`src/rtl/instr_pkg.sv`:
```
// Shared MIPS encoding constants, command kinds and loader FSM states.
// Imported by the encoder, the loader interface users and the loader itself.
package instr_pkg;

  localparam logic [5:0] OP_RTYPE = 6'b000000;
  localparam logic [5:0] OP_LW    = 6'b100011;
  localparam logic [5:0] OP_SW    = 6'b101011;
  localparam logic [5:0] OP_BEQ   = 6'b000100;
  localparam logic [5:0] OP_ORI   = 6'b001101;
  localparam logic [5:0] OP_JRSAL = 6'b010001;
  localparam logic [5:0] OP_BALN  = 6'b011001;

  localparam logic [5:0] FUNCT_ADD = 6'b100000;
  localparam logic [5:0] FUNCT_SUB = 6'b100010;
  localparam logic [5:0] FUNCT_AND = 6'b100100;
  localparam logic [5:0] FUNCT_OR  = 6'b100101;
  localparam logic [5:0] FUNCT_SLT = 6'b101010;

  typedef enum logic [3:0] {
    KindAdd   = 4'd0,
    KindSub   = 4'd1,
    KindAnd   = 4'd2,
    KindOr    = 4'd3,
    KindSlt   = 4'd4,
    KindLw    = 4'd5,
    KindSw    = 4'd6,
    KindBeq   = 4'd7,
    KindOri   = 4'd8,
    KindJrsal = 4'd9,
    KindBaln  = 4'd10,
    KindNop   = 4'd11
  } cmd_kind_e;

  typedef enum logic {
    StIdle  = 1'b0,
    StWrite = 1'b1
  } loader_state_e;

  function automatic logic [31:0] enc_r(input logic [4:0] rs, input logic [4:0] rt,
                                        input logic [4:0] rd, input logic [5:0] funct);
    return {OP_RTYPE, rs, rt, rd, 5'b00000, funct};
  endfunction

  function automatic logic [31:0] enc_i(input logic [5:0] op, input logic [4:0] rs,
                                        input logic [4:0] rt, input logic [15:0] imm);
    return {op, rs, rt, imm};
  endfunction

endpackage

```
`src/rtl/instr_encoder_loader_if.sv`:
```
// Command intake and imem write port of the instruction loader.
// master = host/sequencer side, slave = loader side.
interface instr_encoder_loader_if #(
  parameter int unsigned ADDR_W = 8
);
  logic              cmd_valid;
  logic              cmd_ready;
  logic [3:0]        cmd_kind;
  logic [4:0]        cmd_rs;
  logic [4:0]        cmd_rt;
  logic [4:0]        cmd_rd;
  logic [15:0]       cmd_imm;
  logic              imem_we;
  logic [ADDR_W-1:0] imem_addr;
  logic [31:0]       imem_wdata;
  logic              imem_ack;

  modport master (
    output cmd_valid, cmd_kind, cmd_rs, cmd_rt, cmd_rd, cmd_imm, imem_ack,
    input  cmd_ready, imem_we, imem_addr, imem_wdata
  );

  modport slave (
    input  cmd_valid, cmd_kind, cmd_rs, cmd_rt, cmd_rd, cmd_imm, imem_ack,
    output cmd_ready, imem_we, imem_addr, imem_wdata
  );
endinterface

```
`src/rtl/instr_encode.sv`:
```
// Combinational encoder: compact command fields to a 32-bit MIPS word.
// legal is low for kinds 12-15; word is then zero and must not be written.
module instr_encode
  import instr_pkg::*;
(
  input  logic [3:0]  kind,
  input  logic [4:0]  rs,
  input  logic [4:0]  rt,
  input  logic [4:0]  rd,
  input  logic [15:0] imm,
  output logic [31:0] word,
  output logic        legal
);

  always_comb begin
    word  = '0;
    legal = 1'b1;
    unique case (kind)
      KindAdd:   word = enc_r(rs, rt, rd, FUNCT_ADD);
      KindSub:   word = enc_r(rs, rt, rd, FUNCT_SUB);
      KindAnd:   word = enc_r(rs, rt, rd, FUNCT_AND);
      KindOr:    word = enc_r(rs, rt, rd, FUNCT_OR);
      KindSlt:   word = enc_r(rs, rt, rd, FUNCT_SLT);
      KindLw:    word = enc_i(OP_LW, rs, rt, imm);
      KindSw:    word = enc_i(OP_SW, rs, rt, imm);
      KindBeq:   word = enc_i(OP_BEQ, rs, rt, imm);
      KindOri:   word = enc_i(OP_ORI, rs, rt, imm);
      KindJrsal: word = enc_i(OP_JRSAL, rs, rt, imm);
      KindBaln:  word = enc_i(OP_BALN, rs, rt, imm);
      KindNop:   word = '0;
      default:   legal = 1'b0;
    endcase
  end

endmodule

```
`src/rtl/instr_encoder_loader.sv`:
```
// Accepts encoded commands and writes them to sequential imem words,
// tracking the byte address, the word count, a full flag and a sticky error.
module instr_encoder_loader
  import instr_pkg::*;
#(
  parameter int unsigned DEPTH     = 64,
  parameter int unsigned ADDR_W    = 8,
  parameter int unsigned BASE_ADDR = 0
) (
  input  logic                         clk,
  input  logic                         reset,
  input  logic                         start,
  instr_encoder_loader_if.slave        bus,
  output logic [$clog2(DEPTH+1)-1:0]   count,
  output logic                         full,
  output logic                         err
);

  localparam int unsigned CntW = $clog2(DEPTH + 1);

  loader_state_e     state_q, state_d;
  logic [ADDR_W-1:0] addr_q, addr_d;
  logic [31:0]       wdata_q, wdata_d;
  logic [CntW-1:0]   count_q, count_d;
  logic              err_q, err_d;
  logic [31:0]       enc_word;
  logic              enc_legal;
  logic              ready;

  instr_encode u_encode (
    .kind  (bus.cmd_kind),
    .rs    (bus.cmd_rs),
    .rt    (bus.cmd_rt),
    .rd    (bus.cmd_rd),
    .imm   (bus.cmd_imm),
    .word  (enc_word),
    .legal (enc_legal)
  );

  assign full           = (count_q == CntW'(DEPTH));
  assign count          = count_q;
  assign err            = err_q;
  assign bus.imem_addr  = addr_q;
  assign bus.imem_wdata = wdata_q;
  assign bus.cmd_ready  = ready;

  always_comb begin
    state_d     = state_q;
    addr_d      = addr_q;
    wdata_d     = wdata_q;
    count_d     = count_q;
    err_d       = err_q;
    ready       = 1'b0;
    bus.imem_we = 1'b0;
    unique case (state_q)
      StIdle: begin
        // start wins over a same-cycle command, so the command is not accepted
        ready = !full && !start && !reset;
        if (start) begin
          addr_d  = ADDR_W'(BASE_ADDR);
          count_d = '0;
          err_d   = 1'b0;
        end else if (bus.cmd_valid && ready) begin
          if (enc_legal) begin
            wdata_d = enc_word;
            state_d = StWrite;
          end else begin
            err_d = 1'b1;
          end
        end
      end
      StWrite: begin
        bus.imem_we = 1'b1;
        if (bus.imem_ack) begin
          state_d = StIdle;
          addr_d  = addr_q + ADDR_W'(4);
          count_d = count_q + CntW'(1);
        end
      end
    endcase
  end

  always_ff @(posedge clk or posedge reset) begin
    if (reset) begin
      state_q <= StIdle;
      addr_q  <= ADDR_W'(BASE_ADDR);
      wdata_q <= '0;
      count_q <= '0;
      err_q   <= 1'b0;
    end else begin
      state_q <= state_d;
      addr_q  <= addr_d;
      wdata_q <= wdata_d;
      count_q <= count_d;
      err_q   <= err_d;
    end
  end

endmodule

```
`src/flat_wrapper.sv`:
```
// flat-port wrapper written by rule: the top's interface ports become plain ports
module instr_encoder_loader_flat import instr_pkg::*;
#(
  parameter int unsigned DEPTH     = 64,
  parameter int unsigned ADDR_W    = 8,
  parameter int unsigned BASE_ADDR = 0
)
  (clk, reset, start, count, full, err, bus_cmd_valid, bus_cmd_kind, bus_cmd_rs, bus_cmd_rt, bus_cmd_rd, bus_cmd_imm, bus_imem_ack, bus_cmd_ready, bus_imem_we, bus_imem_addr, bus_imem_wdata);
  instr_encoder_loader_if #(.ADDR_W(ADDR_W)) bus_i ();
  input  logic clk;
  input  logic reset;
  input  logic start;
  output logic [$clog2(DEPTH+1)-1:0] count;
  output logic full;
  output logic err;
  input wire logic [$bits(bus_i.cmd_valid)-1:0] bus_cmd_valid;
  input wire logic [$bits(bus_i.cmd_kind)-1:0] bus_cmd_kind;
  input wire logic [$bits(bus_i.cmd_rs)-1:0] bus_cmd_rs;
  input wire logic [$bits(bus_i.cmd_rt)-1:0] bus_cmd_rt;
  input wire logic [$bits(bus_i.cmd_rd)-1:0] bus_cmd_rd;
  input wire logic [$bits(bus_i.cmd_imm)-1:0] bus_cmd_imm;
  input wire logic [$bits(bus_i.imem_ack)-1:0] bus_imem_ack;
  output wire logic [$bits(bus_i.cmd_ready)-1:0] bus_cmd_ready;
  output wire logic [$bits(bus_i.imem_we)-1:0] bus_imem_we;
  output wire logic [$bits(bus_i.imem_addr)-1:0] bus_imem_addr;
  output wire logic [$bits(bus_i.imem_wdata)-1:0] bus_imem_wdata;
  assign bus_i.cmd_valid = bus_cmd_valid;
  assign bus_i.cmd_kind = bus_cmd_kind;
  assign bus_i.cmd_rs = bus_cmd_rs;
  assign bus_i.cmd_rt = bus_cmd_rt;
  assign bus_i.cmd_rd = bus_cmd_rd;
  assign bus_i.cmd_imm = bus_cmd_imm;
  assign bus_i.imem_ack = bus_imem_ack;
  assign bus_cmd_ready = bus_i.cmd_ready;
  assign bus_imem_we = bus_i.imem_we;
  assign bus_imem_addr = bus_i.imem_addr;
  assign bus_imem_wdata = bus_i.imem_wdata;
  instr_encoder_loader #(.DEPTH(DEPTH), .ADDR_W(ADDR_W), .BASE_ADDR(BASE_ADDR)) u_core (.clk(clk), .reset(reset), .start(start), .bus(bus_i), .count(count), .full(full), .err(err));
endmodule
```
`config.mk`:
```
export PLATFORM = sky130hd
export DESIGN_NAME = instr_encoder_loader_flat
export DESIGN_NICKNAME = d
export VERILOG_FILES = /design/src/rtl/instr_pkg.sv /design/src/rtl/instr_encoder_loader_if.sv /design/src/rtl/instr_encode.sv /design/src/rtl/instr_encoder_loader.sv /design/src/flat_wrapper.sv
export SDC_FILE = /design/constraint.sdc
export NUM_CORES = 1
export LEC_CHECK = 0
export ABC_AREA = 1
export CORE_MARGIN = 3
export CORE_UTILIZATION = 35
export CTS_CLUSTER_SIZE = 40
export DETAILED_ROUTE_END_ITERATION = 6
export HOLD_SLACK_MARGIN = 0.02
export PLACE_DENSITY_LB_ADDON = 0.12
export SLEW_MARGIN = 10
export SYNTH_ARGS = -nofsm -noshare
export SYNTH_HDL_FRONTEND = slang
export SYNTH_SLANG_ARGS = --single-unit
```
`constraint.sdc`:
```
create_clock -name clk -period 2.4 [get_ports clk]
set_clock_uncertainty 0.2 [all_clocks]
set_input_delay 0.48 -clock clk [delete_from_list [all_inputs] [get_ports clk]]
set_output_delay 0.48 -clock clk [all_outputs]
set_load 0.1 [all_outputs]
```
[Yosys cells after proc, flatten, opt, wreduce, memory -nomap -nowiden]
Index checks and enable logic that the tools add are counted.
Word-level totals
  bits of input ports: 40
  logic and storage cells: 54
  flip-flop bits (word level): 49
  output and inout bits: 51
Operators by class
  multiplexer cells: 18
  $add $sub $neg: 2
  eq/ne operators: 15
  reduce and logical (&&, ||, !) cells: 12
  bitwise logic cells: 2
Operators with widths (count)
  case mux 32 bit (11 select lines): 1
  == test 4 x 3 -> 1 bit, second input constant: 4
  == test 4 bit, second input constant: 4
  two-way mux 8 bit: 2
  case mux 8 bit (2 select lines): 1
  two-way mux 7 bit: 2
  case mux 7 bit (2 select lines): 1
  OR reduction 12 bit: 1
  two-way mux 1 bit: 10
  adder 8 x 3 -> 8 bit, second input constant: 1
  == test 4 x 2 -> 1 bit, second input constant: 2
  adder 7 x 1 -> 7 bit, second input constant: 1
  == test 7 bit, second input constant: 1
  inequality test 2 bit, second input constant: 3
  == test 4 x 1 -> 1 bit, second input constant: 1
  logical NOT 4 bit: 1
  AND reduction 4 bit: 1
  logical AND 1 bit: 3
  logical NOT 1 bit: 3
  AND reduction 3 bit: 1
  inverter 1 bit: 2
  case mux 1 bit (2 select lines): 1
  AND reduction 2 bit: 1
  nonzero test 2 bit: 1

[Logic depth before layout (Yosys ltp)]
  word-level depth: 8
  gate-level depth with buffers: 10
  mapped depth without buffers: 9

[Cells and area by module]
A second synthesis with hierarchy kept.
Unflattened totals
  cell total of the unflattened synthesis: 337
  area, all modules: 2513.7 µm²
By module, submodules not included
  instr_encoder_loader: times used 1, cells an instance 246, area each 2123.3 µm², sequential area each 1176.1 µm²
  instr_encode: times used 1, cells an instance 91, area each 390.4 µm², sequential area each 0.0 µm²

[Worst setup path after synthesis]
Ideal clock, no wire load.
  kind: register -> output
  start: register u_core.count_q[0] (netlist: u_core.count[0])
  end: output port bus_cmd_ready
  setup slack: -0.520 ns
  arrival: 2.240 ns
  required time: 1.720 ns
  buffers on the path: 0
  cell stages (with the launch flop): 8
  path through: dfrtp_1 inv_1 ha_1 nand2_1 inv_1 nand3_2 nand2_1 inv_1
Between the ends
  cells in the longest elaborated chain, start to end: 5
RTL lines
  from (decl): RTL line instr_encoder_loader.sv:24  | logic [CntW-1:0] count_q, count_d;
  from (signal assigned): RTL line instr_encoder_loader.sv:94  | count_q <= count_d;
  == test 7 bit: RTL line instr_encoder_loader.sv:40  | assign full = (count_q == CntW'(DEPTH));
  logical NOT 1 bit: RTL line instr_encoder_loader.sv:58  | ready = !full && !start && !reset;
  logical AND 1 bit (2 in series): RTL line instr_encoder_loader.sv:58
  two-way mux 1 bit: RTL line instr_encoder_loader.sv:55  | unique case (state_q)
  to (decl): RTL line flat_wrapper.sv:23  | output wire logic [$bits(bus_i.cmd_ready)-1:0] bus_cmd_ready;
Every way passes these cells.

[Worst setup path in the final report]
  start: input port start
  end: output port bus_cmd_ready
Between the ends
  cells in the longest elaborated chain, start to end: 4
RTL lines
  from (decl): RTL line flat_wrapper.sv:12  | input logic start;
  logical NOT 1 bit: RTL line instr_encoder_loader.sv:58
  logical AND 1 bit (2 in series): RTL line instr_encoder_loader.sv:58
  two-way mux 1 bit: RTL line instr_encoder_loader.sv:55
Every way passes these cells.

==> key figures <==
Power
  – Gate power share: 47.2%
  – Sw Pwr: 1.43 mW
  – Total leakage power: 1.75 nW
  – VDD IR-drop max: 0.440 mV
  – Clock power share: 19.6%
  – Power per cell area: 870 nW/um2
  – Internal: 1.49 mW
  – Switch share: 49.0%
  – Reg power frac: 33.2%

Clocking
  – Worst skew pair latency: 0.29 ns
  – Clock-pin slew on the worst setup and hold paths: 0.08 ns
  – CTS H-tree depth: 2
  – Max clock buf depth: 2
  – Root buffer cell: clkbuf_8
  – CTS buffer count: 5
  – CTS tree: yes
  – CTS sink cnt: 46
  – Setup bufs post-CTS: 0

Detailed routing
  – WL/cell: 12.3 um
  – Initial DRC count: 68
  – Drc violations: 0
  – Via Count: 2123
  – Wirelength, routed: 5740 um
  – 1st-pass router iterations: 4
  – Antenna viol nets, final: 0
  – Vias per inst: 4.55

Setup path
  – Setup CP Type: in2out
  – Worst setup EP type: output port
  – CP Launch Type: input port
  – CP Buf/Inv Count: 4
  – Worst EP arrival: 1.62 ns
  – Worst-path fanout max: 4
  – Kind of cell adding the most delay to the critical path: buffers and inverters
  – Req. time, crit path: 1.72 ns
  – Largest stage delay on the critical path: 0.45 ns
  – CP Cell Sequence: clkdlybuf4s50_1, inv_2, nand2_1, nor2_2, nand2_2, clkinvlp_4, buf_12
  – Slowest stage cell, crit path: clkdlybuf4s50_1

Die
  – Io pins: 91
  – Starting density of the core: 36.6%
  – Die height: 88.0 um
  – Full die area: 7740 um2
  – Width of the die: 88.0 um
  – Core Box Area: 6420 um2
  – Row cnt: 29

Layout
  – FILL cells: 649
  – Final non-filler cell total: 467
  – Antenna Cells: 0
  – Layout cell share with drive strength beyond 1: 22.1%
  – Most common cell after layout, fill and taps aside: nand2_1
  – Final nets: 432
  – Area grow syn2layout: 42.6%
  – Commonest cells after routing, fill and taps aside: nand2_1 (113), buf_4 (50), dfrtp_1 (43), clkdlybuf4s50_1 (39), inv_1 (24)

Placed design
  – GPL Wtd Cong: 0.788
  – Quantity of I/O buffers inserted on ports: 88
  – DP HPWL: 4260 um
  – Pre-CTS setup slack: 0.0792 ns
  – Placed Cells: 459

Status
  – Status: finished clean

Timing
  – Setup TNS: 0 ns
  – Final setup vio count: 0
  – Period utilization: 95.6%
  – Fin Hold WS: 0.287 ns
  – Final hold viol count: 0
  – Final Worst Setup Slack: 0.105 ns
  – Final Max Tran Viols: 0
  – Min Clock Period, post-route: 2.30 ns
  – Setup repair after global routing missed its margin: no
  – Fmax: 436 MHz

Global routing
  – Antenna violations before repair: 0
  – First-pass GRT wire length: 9570 um
  – Total gr overflow: 0
  – Vias in the first global route: 2026
  – Largest net degree at the start of global routing: 44
  – Total Routing Usage GR: 15.8%

Hold path
  – Hold Path Class: reg2reg

Synthesis
  – YS warnings: 0
  – Average cell area after synthesis: 7.84 um2
  – Seq/Total Area, Yosys: 48.9%
  – Netlist cell types: 30
  – Mapped Cells: 300
  – Post-Syn Area: 2350 um2
  – Post-synthesis register bit count: 46

Job
  – Total of max-cap violations: 0
==> flip-flops by register name, indices dropped and copies added, names as in the netlist <==
signal / count
u_core.bus.imem_wdata: 31
u_core.state_q: 1
u_core.err: 1
u_core.bus.imem_addr: 6
u_core.count: 7
==> layer usage <==
metal	wire (um)	track usage, %	up-vias
met4	85	4.74	0
li1	-	-	1125
met1	2640	20.0	932
met3	365	4.80	7
met2	2640	26.1	59
met5	0	0	-
==> stage by stage <==
stage,util (%),area [um2],power [mW]
2_1_floorplan,-,2370,2.03
3_3_place_gp,50.4,3230,2.36
3_5_place_dp,50.4,3230,2.37
4_1_cts,52.1,3350,2.95
5_1_grt,52.2,3350,3.05
6_report,52.2,3350,2.92
==> kinds of logic (layout without fill, tap and decap cells) <==
logic type	count (synthesis)	after routing	share of synthesized area (%)
buffers and inverters	44	133	8.99
other	1	2	0.159
adders and majority gates	3	3	1.60
and+or+nand+nor	173	173	32.5
DFF	46	46	48.9
AOI/OAI and AO/OA	33	33	7.82
==> final cells by class <==
type	count	area [um2]	share of cell area (%)
inverter	31	124	3.69
tap	77	96.3	2.87
clock buffer	6	72.6	2.16
clock inverter	2	37.5	1.12
sequential	46	1150	34.4
multi-input combinational	211	1000	29.9
timing repair buffer	94	866	25.8
==> Yosys cell counts (all sizes together) <==
cell | number | share of area, %
ha | 3 | 1.6
clkbuf | 1 | 0.58
or2 | 1 | 0.27
nor2 | 17 | 3.4
nand4 | 10 | 2.9
nand3 | 21 | 4.7
buf | 12 | 3.5
nand2 | 118 | 20
o21bai | 2 | 0.64
nor3b | 2 | 0.64
dfrtp | 46 | 49
conb | 1 | 0.16
inv | 31 | 4.9
o21ai | 20 | 4.6
a21oi | 10 | 2.3
a22oi | 1 | 0.32
and3 | 2 | 0.53
nor3 | 2 | 0.43
==> final timing paths <==
check	start	endpoint	slack, ns	cells past startpoint
worst min register to register	u_core.bus.imem_wdata[20]	u_core.bus.imem_wdata[20]	0.29	2
worst max-delay path	start	bus_cmd_ready	0.10	7
min in group asynchronous	reset	u_core.bus.imem_wdata[11]	0.34	2
worst min-delay path	u_core.bus.imem_wdata[20]	u_core.bus.imem_wdata[20]	0.29	2
max in group asynchronous	reset	u_core.bus.imem_addr[3]	1.18	3
worst max register to register	u_core.count[0]	u_core.state_q	0.49	8
==> worst min-delay path, delay by kind of cell (launching register included) <==
kind / cells / cell delay (ns)
AND/OR/NAND/NOR: 2 / 0.10
flip-flops: 1 / 0.35
==> what timing repair did <==
action | in CTS | in global routing
gates resized for setup | 1 | 2
setup endpoints to repair | 1 | 1
hold buffers | 0 | 0
==> power groups by stage <==
stage	Sequential, mW	Clock [mW]	Combinational [mW]
detailed placement	0.980	0	1.39
finish	0.969	0.573	1.38
global placement	0.982	0	1.38
floorplan	1.79	0	0.237
global route	0.984	0.624	1.44
CTS	0.969	0.597	1.39
Power figures use the tool's default switching activity.
